===== config.mk =====
export PLATFORM = sky130hd
export DESIGN_NAME = result_serializer
export DESIGN_NICKNAME = d
export VERILOG_FILES = /design/src/rtl/matrix_pkg.sv /design/src/rtl/uart_byte_sender.sv /design/src/rtl/result_serializer.sv
export SDC_FILE = /design/constraint.sdc
export NUM_CORES = 1
export LEC_CHECK = 0
export CAP_MARGIN = 30
export CORE_ASPECT_RATIO = 1.5
export CORE_UTILIZATION = 54
export CTS_CLUSTER_DIAMETER = 30
export CTS_CLUSTER_SIZE = 8
export DETAILED_ROUTE_END_ITERATION = 8
export PLACE_DENSITY_LB_ADDON = 0.15
export SKIP_LAST_GASP = 1
export SLEW_MARGIN = 20
export SYNTH_ARGS = -nofsm -noshare
export SYNTH_HDL_FRONTEND = slang
export SYNTH_HIERARCHICAL = 1
export SYNTH_SLANG_ARGS = --single-unit
export TNS_END_PERCENT = 1

===== constraint.sdc =====
create_clock -name clk -period 5.1 [get_ports clk]
set_input_delay 0.51 -clock clk [delete_from_list [all_inputs] [get_ports clk]]
set_output_delay 0.51 -clock clk [all_outputs]
set_load 0.005 [all_outputs]

===== src/rtl/matrix_pkg.sv =====
// Shared types and default sizes for the matrix datapath blocks.
// Used by result_serializer and uart_byte_sender.
package matrix_pkg;

    localparam int unsigned DEF_DATA_W  = 32;
    localparam int unsigned DEF_ADDR_W  = 4;
    localparam int unsigned DEF_MAX_DIM = 4;

    typedef enum logic [2:0] {
        StIdle,
        StRead,
        StLatch,
        StSend,
        StWaitHi,
        StWaitLo,
        StCksum,
        StFinish
    } ser_state_e;

    function automatic int unsigned bytes_per_word(int unsigned w);
        return w / 8;
    endfunction

    localparam int unsigned BYTES_PER_WORD = bytes_per_word(DEF_DATA_W);

endpackage


===== src/rtl/uart_byte_sender.sv =====
// One-byte start/busy handshake towards uart_tx: strobes tx_start once the
// transmitter is free, then tracks its busy pulse and reports completion.
module uart_byte_sender
    import matrix_pkg::*;
(
    input  logic clk_i,
    input  logic rst_i,
    input  logic byte_valid_i,
    input  logic tx_busy_i,
    output logic tx_start_o,
    output logic byte_done_o,
    output logic idle_o
);

    ser_state_e state_q;
    logic       tx_start_q;

    always_ff @(posedge clk_i) begin
        if (rst_i) begin
            state_q    <= StIdle;
            tx_start_q <= 1'b0;
        end else begin
            tx_start_q <= 1'b0;
            case (state_q)
                StIdle: begin
                    if (byte_valid_i) begin
                        if (!tx_busy_i) begin
                            tx_start_q <= 1'b1;
                            state_q    <= StWaitHi;
                        end else begin
                            state_q <= StSend;
                        end
                    end
                end
                StSend: begin
                    if (!tx_busy_i) begin
                        tx_start_q <= 1'b1;
                        state_q    <= StWaitHi;
                    end
                end
                // First WaitHi cycle carries the tx_start strobe.
                StWaitHi: if (tx_busy_i) state_q <= StWaitLo;
                StWaitLo: if (!tx_busy_i) state_q <= StIdle;
                default:  state_q <= StIdle;
            endcase
        end
    end

    assign tx_start_o  = tx_start_q;
    assign byte_done_o = (state_q == StWaitLo) && !tx_busy_i;
    assign idle_o      = (state_q == StIdle);

endmodule


===== src/rtl/result_serializer.sv =====
// Streams n*n result words over uart_tx, MSB byte first, then pulses done.
// Define RESULT_SER_CKSUM_EN to append an XOR checksum byte after the data.
module result_serializer
    import matrix_pkg::*;
#(
    parameter int unsigned DATA_W  = DEF_DATA_W,
    parameter int unsigned ADDR_W  = DEF_ADDR_W,
    parameter int unsigned MAX_DIM = DEF_MAX_DIM
) (
    input  logic              clk,
    input  logic              rst,
    input  logic              start,
    input  logic [3:0]        matrix_size,
    output logic [ADDR_W-1:0] result_addr,
    input  logic [DATA_W-1:0] result_data,
    output logic [7:0]        tx_data,
    output logic              tx_start,
    input  logic              tx_busy,
    output logic              busy,
    output logic              done
);

    localparam int unsigned NumBytes = bytes_per_word(DATA_W);
    localparam int unsigned ByteIdxW = (NumBytes > 1) ? $clog2(NumBytes) : 1;
    localparam logic [ByteIdxW-1:0] LastByte = ByteIdxW'(NumBytes - 1);

    ser_state_e          state_q;
    logic [ADDR_W-1:0]   addr_q;
    logic [ADDR_W-1:0]   last_q;
    logic [DATA_W-1:0]   shift_q;
    logic [ByteIdxW-1:0] byte_idx_q;
    logic                busy_q;
    logic                done_q;

    logic [3:0]          dim;
    logic [7:0]          elem_cnt;
    logic [ADDR_W-1:0]   last_idx;
    logic [7:0]          top_byte;
    logic [DATA_W-1:0]   rotated;
    logic                byte_valid;
    logic                byte_done;
    logic                snd_idle;

    always_comb begin
        dim      = (matrix_size > 4'(MAX_DIM)) ? 4'(MAX_DIM) : matrix_size;
        elem_cnt = {4'd0, dim} * {4'd0, dim};
        last_idx = ADDR_W'(elem_cnt - 8'd1);
        top_byte = shift_q[DATA_W-1 -: 8];
        rotated  = (shift_q << 8) | (shift_q >> (DATA_W - 8));
    end

`ifdef RESULT_SER_CKSUM_EN
    logic [7:0]        cksum_q;
    logic [DATA_W-1:0] cksum_word;

    // Checksum byte goes out through the top of the shift register like data.
    always_comb begin
        cksum_word                   = shift_q;
        cksum_word[DATA_W-1 -: 8]    = cksum_q ^ top_byte;
    end
`endif

    // A byte is offered in LATCH and whenever the sender is idle mid-word.
    assign byte_valid = (state_q == StLatch) ||
                        (((state_q == StSend) || (state_q == StCksum)) && snd_idle);

    uart_byte_sender u_sender (
        .clk_i       (clk),
        .rst_i       (rst),
        .byte_valid_i(byte_valid),
        .tx_busy_i   (tx_busy),
        .tx_start_o  (tx_start),
        .byte_done_o (byte_done),
        .idle_o      (snd_idle)
    );

    always_ff @(posedge clk) begin
        if (rst) begin
            state_q    <= StIdle;
            addr_q     <= '0;
            last_q     <= '0;
            shift_q    <= '0;
            byte_idx_q <= '0;
            busy_q     <= 1'b0;
            done_q     <= 1'b0;
`ifdef RESULT_SER_CKSUM_EN
            cksum_q    <= 8'h00;
`endif
        end else begin
            done_q <= 1'b0;
            case (state_q)
                StIdle: begin
                    if (start) begin
                        addr_q <= '0;
                        last_q <= last_idx;
                        busy_q <= 1'b1;
`ifdef RESULT_SER_CKSUM_EN
                        cksum_q <= 8'h00;
`endif
                        if (dim == 4'd0) begin
                            state_q <= StFinish;
                            done_q  <= 1'b1;
                        end else begin
                            state_q <= StRead;
                        end
                    end
                end
                StRead: state_q <= StLatch;
                StLatch: begin
                    shift_q    <= result_data;
                    byte_idx_q <= '0;
                    state_q    <= StSend;
                end
                StSend: begin
                    if (byte_done) begin
`ifdef RESULT_SER_CKSUM_EN
                        cksum_q <= cksum_q ^ top_byte;
`endif
                        if (byte_idx_q != LastByte) begin
                            shift_q    <= rotated;
                            byte_idx_q <= byte_idx_q + 1'b1;
                        end else if (addr_q != last_q) begin
                            addr_q  <= addr_q + 1'b1;
                            state_q <= StRead;
                        end else begin
`ifdef RESULT_SER_CKSUM_EN
                            shift_q <= cksum_word;
                            state_q <= StCksum;
`else
                            state_q <= StFinish;
                            done_q  <= 1'b1;
`endif
                        end
                    end
                end
`ifdef RESULT_SER_CKSUM_EN
                StCksum: begin
                    if (byte_done) begin
                        state_q <= StFinish;
                        done_q  <= 1'b1;
                    end
                end
`endif
                StFinish: begin
                    state_q <= StIdle;
                    busy_q  <= 1'b0;
                end
                default: state_q <= StIdle;
            endcase
        end
    end

    assign result_addr = addr_q;
    assign tx_data     = top_byte;
    assign busy        = busy_q;
    assign done        = done_q;

endmodule


==> implementation parameters, run 1 <==
Parameter                              Value

Worst setup path
  Type of the worst setup path ... input port to flip-flop
  CP startpoint kind ... input port
  Data arrival time of the worst path ... 2.99 ns
  Setup crit end kind ... flip-flop
  Reg2Reg Depth ... 6
  Critical Path Fanout Max ... 35
  CP Data Required Time ... 5.29 ns

Outcome
  Result of the run ... finished, violations left
  Violations in the final reports ... DRC

GRT
  Global-route wire length before repair ... 9.13 mm
  Antenna violations before repair ... 0
  Residual overflow from global routing ... 0
  Pin count of the biggest net entering global routing ... 36
  Via count of the first global-routing pass ... 2057
  Total global-route track usage ... 24.2%

Flow run
  Number of violations of the max-capacitance limit ... 0

Yosys
  Number of register bits inferred by synthesis ... 50
  Cell area after synthesis ... 2420 um^2
  Sequential cell area fraction in the yosys report ... 41.3%
  Portion of synthesized cell area occupied by the leading cell type ... 41.3%
  Most used flip-flop cell after synthesis ... dfxtp_1
  Syn Area/Cell ... 8.15 um^2
  Synthesized Nets ... 339
  Main area contributors after synthesis ... dfxtp_1 (41%), a311oi_1 (12%), nand3_1 (7.2%)
  Syn. warnings ... 6
  Mapped Cells ... 297
  Yosys cell types ... 48
  Most area-hungry cell type in the Yosys netlist ... dfxtp_1
  Fraction of synthesis flops using an asynchronous set or reset pin ... 0%
  Number of enable-type register cells in the synthesized netlist ... 0
  Post-synth top cells ... dfxtp_1 (50), nor2_1 (45), nand2_1 (36)
  Cell with the most instances after synthesis ... dfxtp_1

Clock tree
  TritonCTS clock tree ... done
  Quantity of gates resized following cts ... 0
  Source-to-sink clock delay at the later pin of the worst-skew pair ... 0.30 ns
  H-tree depth ... 2
  Inserted Clock Buffers ... 5
  Clock tree root buffer cell ... clkbuf_8
  Clock Path Buffers ... 2
  Hold buffer count at CTS ... 0
  Clock transition at the register clock pins on the worst setup and hold paths after CTS ... 0.08 ns
  Post-CTS setup-driven buffer insertion count ... 0
  Clk sinks ... 50

Final layout
  Proportion of layout cells with a drive suffix above 1 ... 6.97%
  Post-synthesis to final-layout area growth ... 23.6%
  Post-route cell area ... 2990 um^2
  Number of nets in the finished design ... 372
  Antenna Cells ... 0
  Fillers ... 366

Power
  Worst supply voltage drop on vdd ... 0.000234 V
  PD cells ... 277 nW/um^2
  Leakage Power ... 1.06 nW

Timing
  Final Cycle Share ... 54.8%
  Hold Slack ... 0.493 ns
  Slew HR ... 48.9%
  Count of endpoints failing setup in the final report ... 0
  Setup slack of the critical path after layout ... 2.30 ns
  Max Freq ... 358 MHz
  Final Max Tran Viols ... 0
  Total Neg Setup Slack ... 0 ns
  Final setup skew ... 0.00437 ns
  Actual slew at the worst max-slew pin ... 0.765 ns
  Setup repair after global routing missed its margin ... false
  Shortest period the worst path allows ... 2.80 ns
  Number of hold violations in the final report ... 0

Floorplan
  Total core area ... 4280 um^2
  Width of the die ... 56.7 um
  Initial core utilization ... 56.5%
  Top-level port count ... 55
  Die area ... 4760 um^2
  Number of placement rows ... 29
  Die span in y ... 84.0 um

Placement
  GPL Wtd Cong ... 0.808
  Post-detailed-placement half-perimeter wirelength ... 3.86 mm
  Placed Area ... 2900 um^2
  Port-buffer cells ... 54
  Place WS ... 2.04 ns

Detailed routing
  Detailed-route wire length per cell ... 14.6 um
  Post-route DRC ... 8
  Number of optimization iterations in the first detailed-route pass ... 6
  Antenna viol nets, final ... 0
  DRT Wirelength ... 5.48 mm
  Via count of the routed design ... 2227
  Initial DRC Count ... 105
  Vias per cell ... 5.92

Min path
  Cells on Worst Hold Path ... 2
  Worst min-delay path category ... flip-flop to flip-flop
flip-flops by register name, summed over array words and instances (netlist names):
name / cells
done: 1
byte_idx_q: 2
u_sender/tx_start_o: 1
result_addr: 4
last_q: 3
shift_q: 32
busy: 1
u_sender/state_q: 3
state_q: 3
metrics by stage:
stage | util (%) | instances | power, W
6_report | 69.9 | 376 | 0.000830
3_3_place_gp | 67.4 | 367 | 0.000618
3_5_place_dp | 67.8 | 368 | 0.000624
5_1_grt | 69.9 | 376 | 0.000875
2_1_floorplan | - | 297 | 0.000562
4_1_cts | 69.6 | 375 | 0.000835
worst paths after layout:
path | slack (ns) | end | start
hold / removal | 0.49 | byte_idx_q[0] | byte_idx_q[0]
setup reg to reg | 2.59 | shift_q[29] | u_sender/state_q[2]
setup / recovery | 2.30 | shift_q[29] | tx_busy
hold reg to reg | 0.49 | byte_idx_q[0] | byte_idx_q[0]
worst max-delay path, cell delays in order:
cell and delay [ns]:
clkdlybuf4s50_1 0.55, and4bb_2 0.40, nand2b_1 0.11, a21boi_4 0.63, buf_4 0.43, nor2_1 0.07
a311oi_1 0.28
cell usage in the layout (no fill, tap or decap), types with 2 or more instances in the layout:
| cell type | netlist | layout |
|---|---|---|
| a211oi_1 | 2 | 2 |
| a21oi_1 | 7 | 7 |
| a311oi_1 | 34 | 34 |
| buf_4 | 8 | 4 |
| buf_8 | 0 | 2 |
| clkbuf_1 | 17 | 2 |
| clkbuf_8 | 0 | 5 |
| clkdlybuf4s50_1 | 0 | 54 |
| dfxtp_1 | 50 | 50 |
| ha_1 | 2 | 2 |
| inv_1 | 5 | 5 |
| nand2_1 | 36 | 36 |
| nand2b_1 | 6 | 6 |
| nand3_1 | 35 | 35 |
| nor2_1 | 45 | 45 |
| nor2b_1 | 3 | 2 |
| nor3_1 | 3 | 3 |
| or3_1 | 3 | 3 |
| xor2_1 | 3 | 3 |
power by group:
| group | switching, W | internal [W] |
|---|---|---|
| clock | 0.000119 | 0.0000947 |
| combinational | 0.0000829 | 0.0000851 |
| sequential | 0.0000266 | 0.000422 |
metal layers:
metal	GRT usage [%]	wire [um]	up-vias
met5	0	0	-
li1	-	-	1118
met4	9.09	101	0
met1	28.5	2220	1032
met2	43.0	2940	68
met3	3.88	227	9
final cells by class:
class                      count  area (um^2)  area share [%]
clock buffer                   7         76.3            2.55
timing repair buffer          60          601            20.1
inverter                       5         18.8           0.627
tap                           46         57.6            1.92
sequential                    50         1000            33.4
multi-input combinational    208         1240            41.4
cell families after synthesis:
logic type	count (synthesis)	synth area share, %
DFF	50	41.3
and+or+nand+nor	146	29.3
xor gates and xnor gates	3	1.09
muxes	1	0.413
adders and majority gates	3	1.45
AOI/OAI and AO/OA	55	18.5
buffers and inverters	39	7.91
Power figures use the tool's default switching activity.
==> run 2, diff against run 1 <==
CORE_UTILIZATION = 50   (was 54)
clock period = 2.6 ns   (was 5.1 ns; I/O delays follow)
==> run 2 against run 1 <==
The flow now finishes without violations. Routed wire length is 0.95% higher. Die area is 7.8% higher. Sequential cell count unchanged. Total power grew 110%. Non-clock buffer count increased by 4. Core utilization fell by 2.7 points. Combinational power is 110% higher. Cell count rose by 6.1%. Critical path depth fell by 2. First-iteration DRC count rose by 59%. Sequential share of layout area down 0.91 points. Worst setup slack worse by 1.7 ns. Critical endpoint is now result_addr[3].
==> implementation parameters, run 2 (synthesis results as in run 1) <==
Parameter                              Value

GRT
  Total global-route track usage ... 23.6% (-0.62 points)
  Global routing met3 resource utilization ... 3.27% (-0.61 points)
  Global-route wire length before repair ... 9.23 mm (+1.1%)
  Busiest layer in global routing ... met2
  Met2 track utilization from global routing ... 40.5% (-2.5 points)
  Pin count of the biggest net entering global routing ... 50 (+39%)
  Residual overflow from global routing ... 0 (unchanged)
  Via count of the first global-routing pass ... 2028 (-1.4%)
  Met1 demand-to-capacity share in global routing ... 27.4% (-1.1 points)
  Antenna violations before repair ... 0 (unchanged)

Detailed routing
  Via count of the routed design ... 2284 (+2.6%)
  Vias per cell ... 5.72 (-3.4%)
  Number of optimization iterations in the first detailed-route pass ... 4 (-2)
  Detailed-route wire length per cell ... 13.9 um (-4.9%)
  Post-route DRC ... 0 (-8)
  Initial DRC Count ... 167 (+59%)
  DRT Wirelength ... 5.54 mm (+0.95%)
  Antenna viol nets, final ... 0 (unchanged)

Clock tree
  Clock Path Buffers ... 2 (unchanged)
  TritonCTS clock tree ... done
  Post-CTS setup-driven buffer insertion count ... 0 (unchanged)
  Clk sinks ... 50 (unchanged)
  Quantity of gates resized following cts ... 0 (unchanged)
  Clock tree root buffer cell ... clkbuf_8
  Clock transition at the register clock pins on the worst setup and hold paths after CTS ... 0.09 ns (about the same)
  Inserted Clock Buffers ... 5 (unchanged)
  H-tree depth ... 2 (unchanged)
  Hold buffer count at CTS ... 0 (unchanged)
  Source-to-sink clock delay at the later pin of the worst-skew pair ... 0.31 ns (about the same)

Timing
  Total Neg Setup Slack ... 0 ns (unchanged)
  Slew HR ... 69.3% (+20 points)
  Actual slew at the worst max-slew pin ... 0.459 ns (-0.305 ns)
  Setup repair after global routing missed its margin ... false
  Max Freq ... 512 MHz
  Count of endpoints failing setup in the final report ... 0 (unchanged)
  Shortest period the worst path allows ... 1.95 ns
  Final setup skew ... 0.00613 ns (+0.00176 ns)
  Final Max Tran Viols ... 0 (unchanged)
  Number of hold violations in the final report ... 0 (unchanged)
  Final Cycle Share ... 75.2%
  Hold Slack ... 0.480 ns (-0.0128 ns)
  Setup slack of the critical path after layout ... 0.645 ns (-1.66 ns)

Floorplan
  Width of the die ... 58.8 um (+3.8%)
  Die area ... 5130 um^2 (+7.8%)
  Number of placement rows ... 30 (+3.4%)
  Initial core utilization ... 52.9% (-3.7 points)
  Top-level port count ... 55 (unchanged)
  Die span in y ... 87.2 um (+3.8%)
  Total core area ... 4580 um^2 (+7.0%)

Placement
  Place WS ... 0.534 ns (-1.50 ns)
  GPL Wtd Cong ... 0.873 (+8.1%)
  DP Cell Count ... 391 (+6.3%)
  Port-buffer cells ... 54 (unchanged)
  Post-detailed-placement half-perimeter wirelength ... 3.87 mm (+0.28%)

Worst setup path
  Data arrival time of the worst path ... 2.20 ns (-0.79 ns)
  Slowest-stage cell, CP ... dfxtp_1
  Worst reg2reg startpoint ... u_sender/state_q[2]
  Critical Path Fanout Max ... 9 (-74%)
  Crit path from ... u_sender/state_q[2]
  Setup crit end kind ... flip-flop
  CP startpoint kind ... flip-flop
  Worst-path cell chain ... and4bb_2, nand4_1, a21o_1, or4_1, a21boi_1
  Type of the worst setup path ... flip-flop to flip-flop
  Crit-path max cell delay ... 0.55 ns (-0.08 ns)
  CP Data Required Time ... 2.84 ns (-2.45 ns)

Final layout
  Final Util ... 67.2% (-2.7 points)
  Number of nets in the finished design ... 376 (+1.1%)
  Combined flip-flop and latch cell area ... 1000 um^2 (unchanged)
  Post-synthesis to final-layout area growth ... 27.1%
  Most frequent cells in the layout ... clkdlybuf4s50_1 (54), dfxtp_1 (50), nor2_1 (45)
  Proportion of layout cells with a drive suffix above 1 ... 8.96% (+2.0 points)
  Register name with the most flops ... shift_q
  Antenna Cells ... 0 (unchanged)
  Fillers ... 402 (+9.8%)
  Commonest non-fill, non-tap cell in the layout ... clkdlybuf4s50_1
  Flip-flop count of the largest register, all copies and words added ... 32 (unchanged)
  Area of combinational cells with multiple inputs ... 1240 um^2 (unchanged)
  Final cell count without fillers ... 399 (+6.1%)

Flow run
  Number of violations of the max-capacitance limit ... 0 (unchanged)

Min path
  Worst min-delay path category ... flip-flop to flip-flop
  Min-Delay Startpoint ... byte_idx_q[1]

Power
  Leakage Power ... 1.10 nW (+3.5%)
  Worst supply voltage drop on vdd ... 0.000368 V (+57%)
  PD cells ... 565 nW/um^2 (+100%)

Outcome
  Result of the run ... completed
## run 2: cell count changes in the layout (fill, tap and decap cells not counted)
cell	before	now
buf_12	0	1
buf_4	4	9
buf_8	2	0
clkbuf_1	2	0
clkbuf_8	5	8
## run 2: power breakdown
| part | switching (W) | total (W) | internal, W |
|---|---|---|---|
| clock network | 0.000252 | 0.000521 | 0.000269 |
| logic | 0.000171 | 0.000345 | 0.000175 |
| registers | 0.0000458 | 0.000873 | 0.000827 |
| total | 0.000469 | 0.00174 | 0.00127 |
## run 2: layout make-up
cell class                 count  share of cell area [%]
inverter                       5                   0.610
sequential                    50                    32.5
tap                           64                    2.60
clock buffer                   8                    3.58
timing repair buffer          64                    20.4
multi-input combinational    208                    40.3
## run 2: worst max-delay path, delay by kind of cell, from the launching register on
| family | cells | cell delay (ns) |
|---|---|---|
| compound gates | 2 | 0.40 |
| flops | 1 | 0.55 |
| simple gates | 3 | 0.94 |
## run 2: final timing paths
kind / depth (start not counted) / slack, ns / to
max: 5 / 0.65 / result_addr[3]
min: 2 / 0.48 / byte_idx_q[1]
max reg2reg: 5 / 0.65 / result_addr[3]
min reg2reg: 2 / 0.48 / byte_idx_q[1]
## run 2: through the flow
| stage | power [W] | instance area (um^2) |
|---|---|---|
| final | 0.00174 | 3080 |
| after global routing | 0.00184 | 3080 |
| after CTS | 0.00175 | 3080 |
| after detailed placement | 0.00124 | 2970 |
| after global placement | 0.00123 | 2970 |
| after floorplan | 0.00110 | 2420 |
## run 2: per-layer routing
layer  part of all wire (%)  wire length, um
met3                    3.1              174
met4                    3.1              170
met5                      0                0
met2                     51             2840
met1                     42             2350
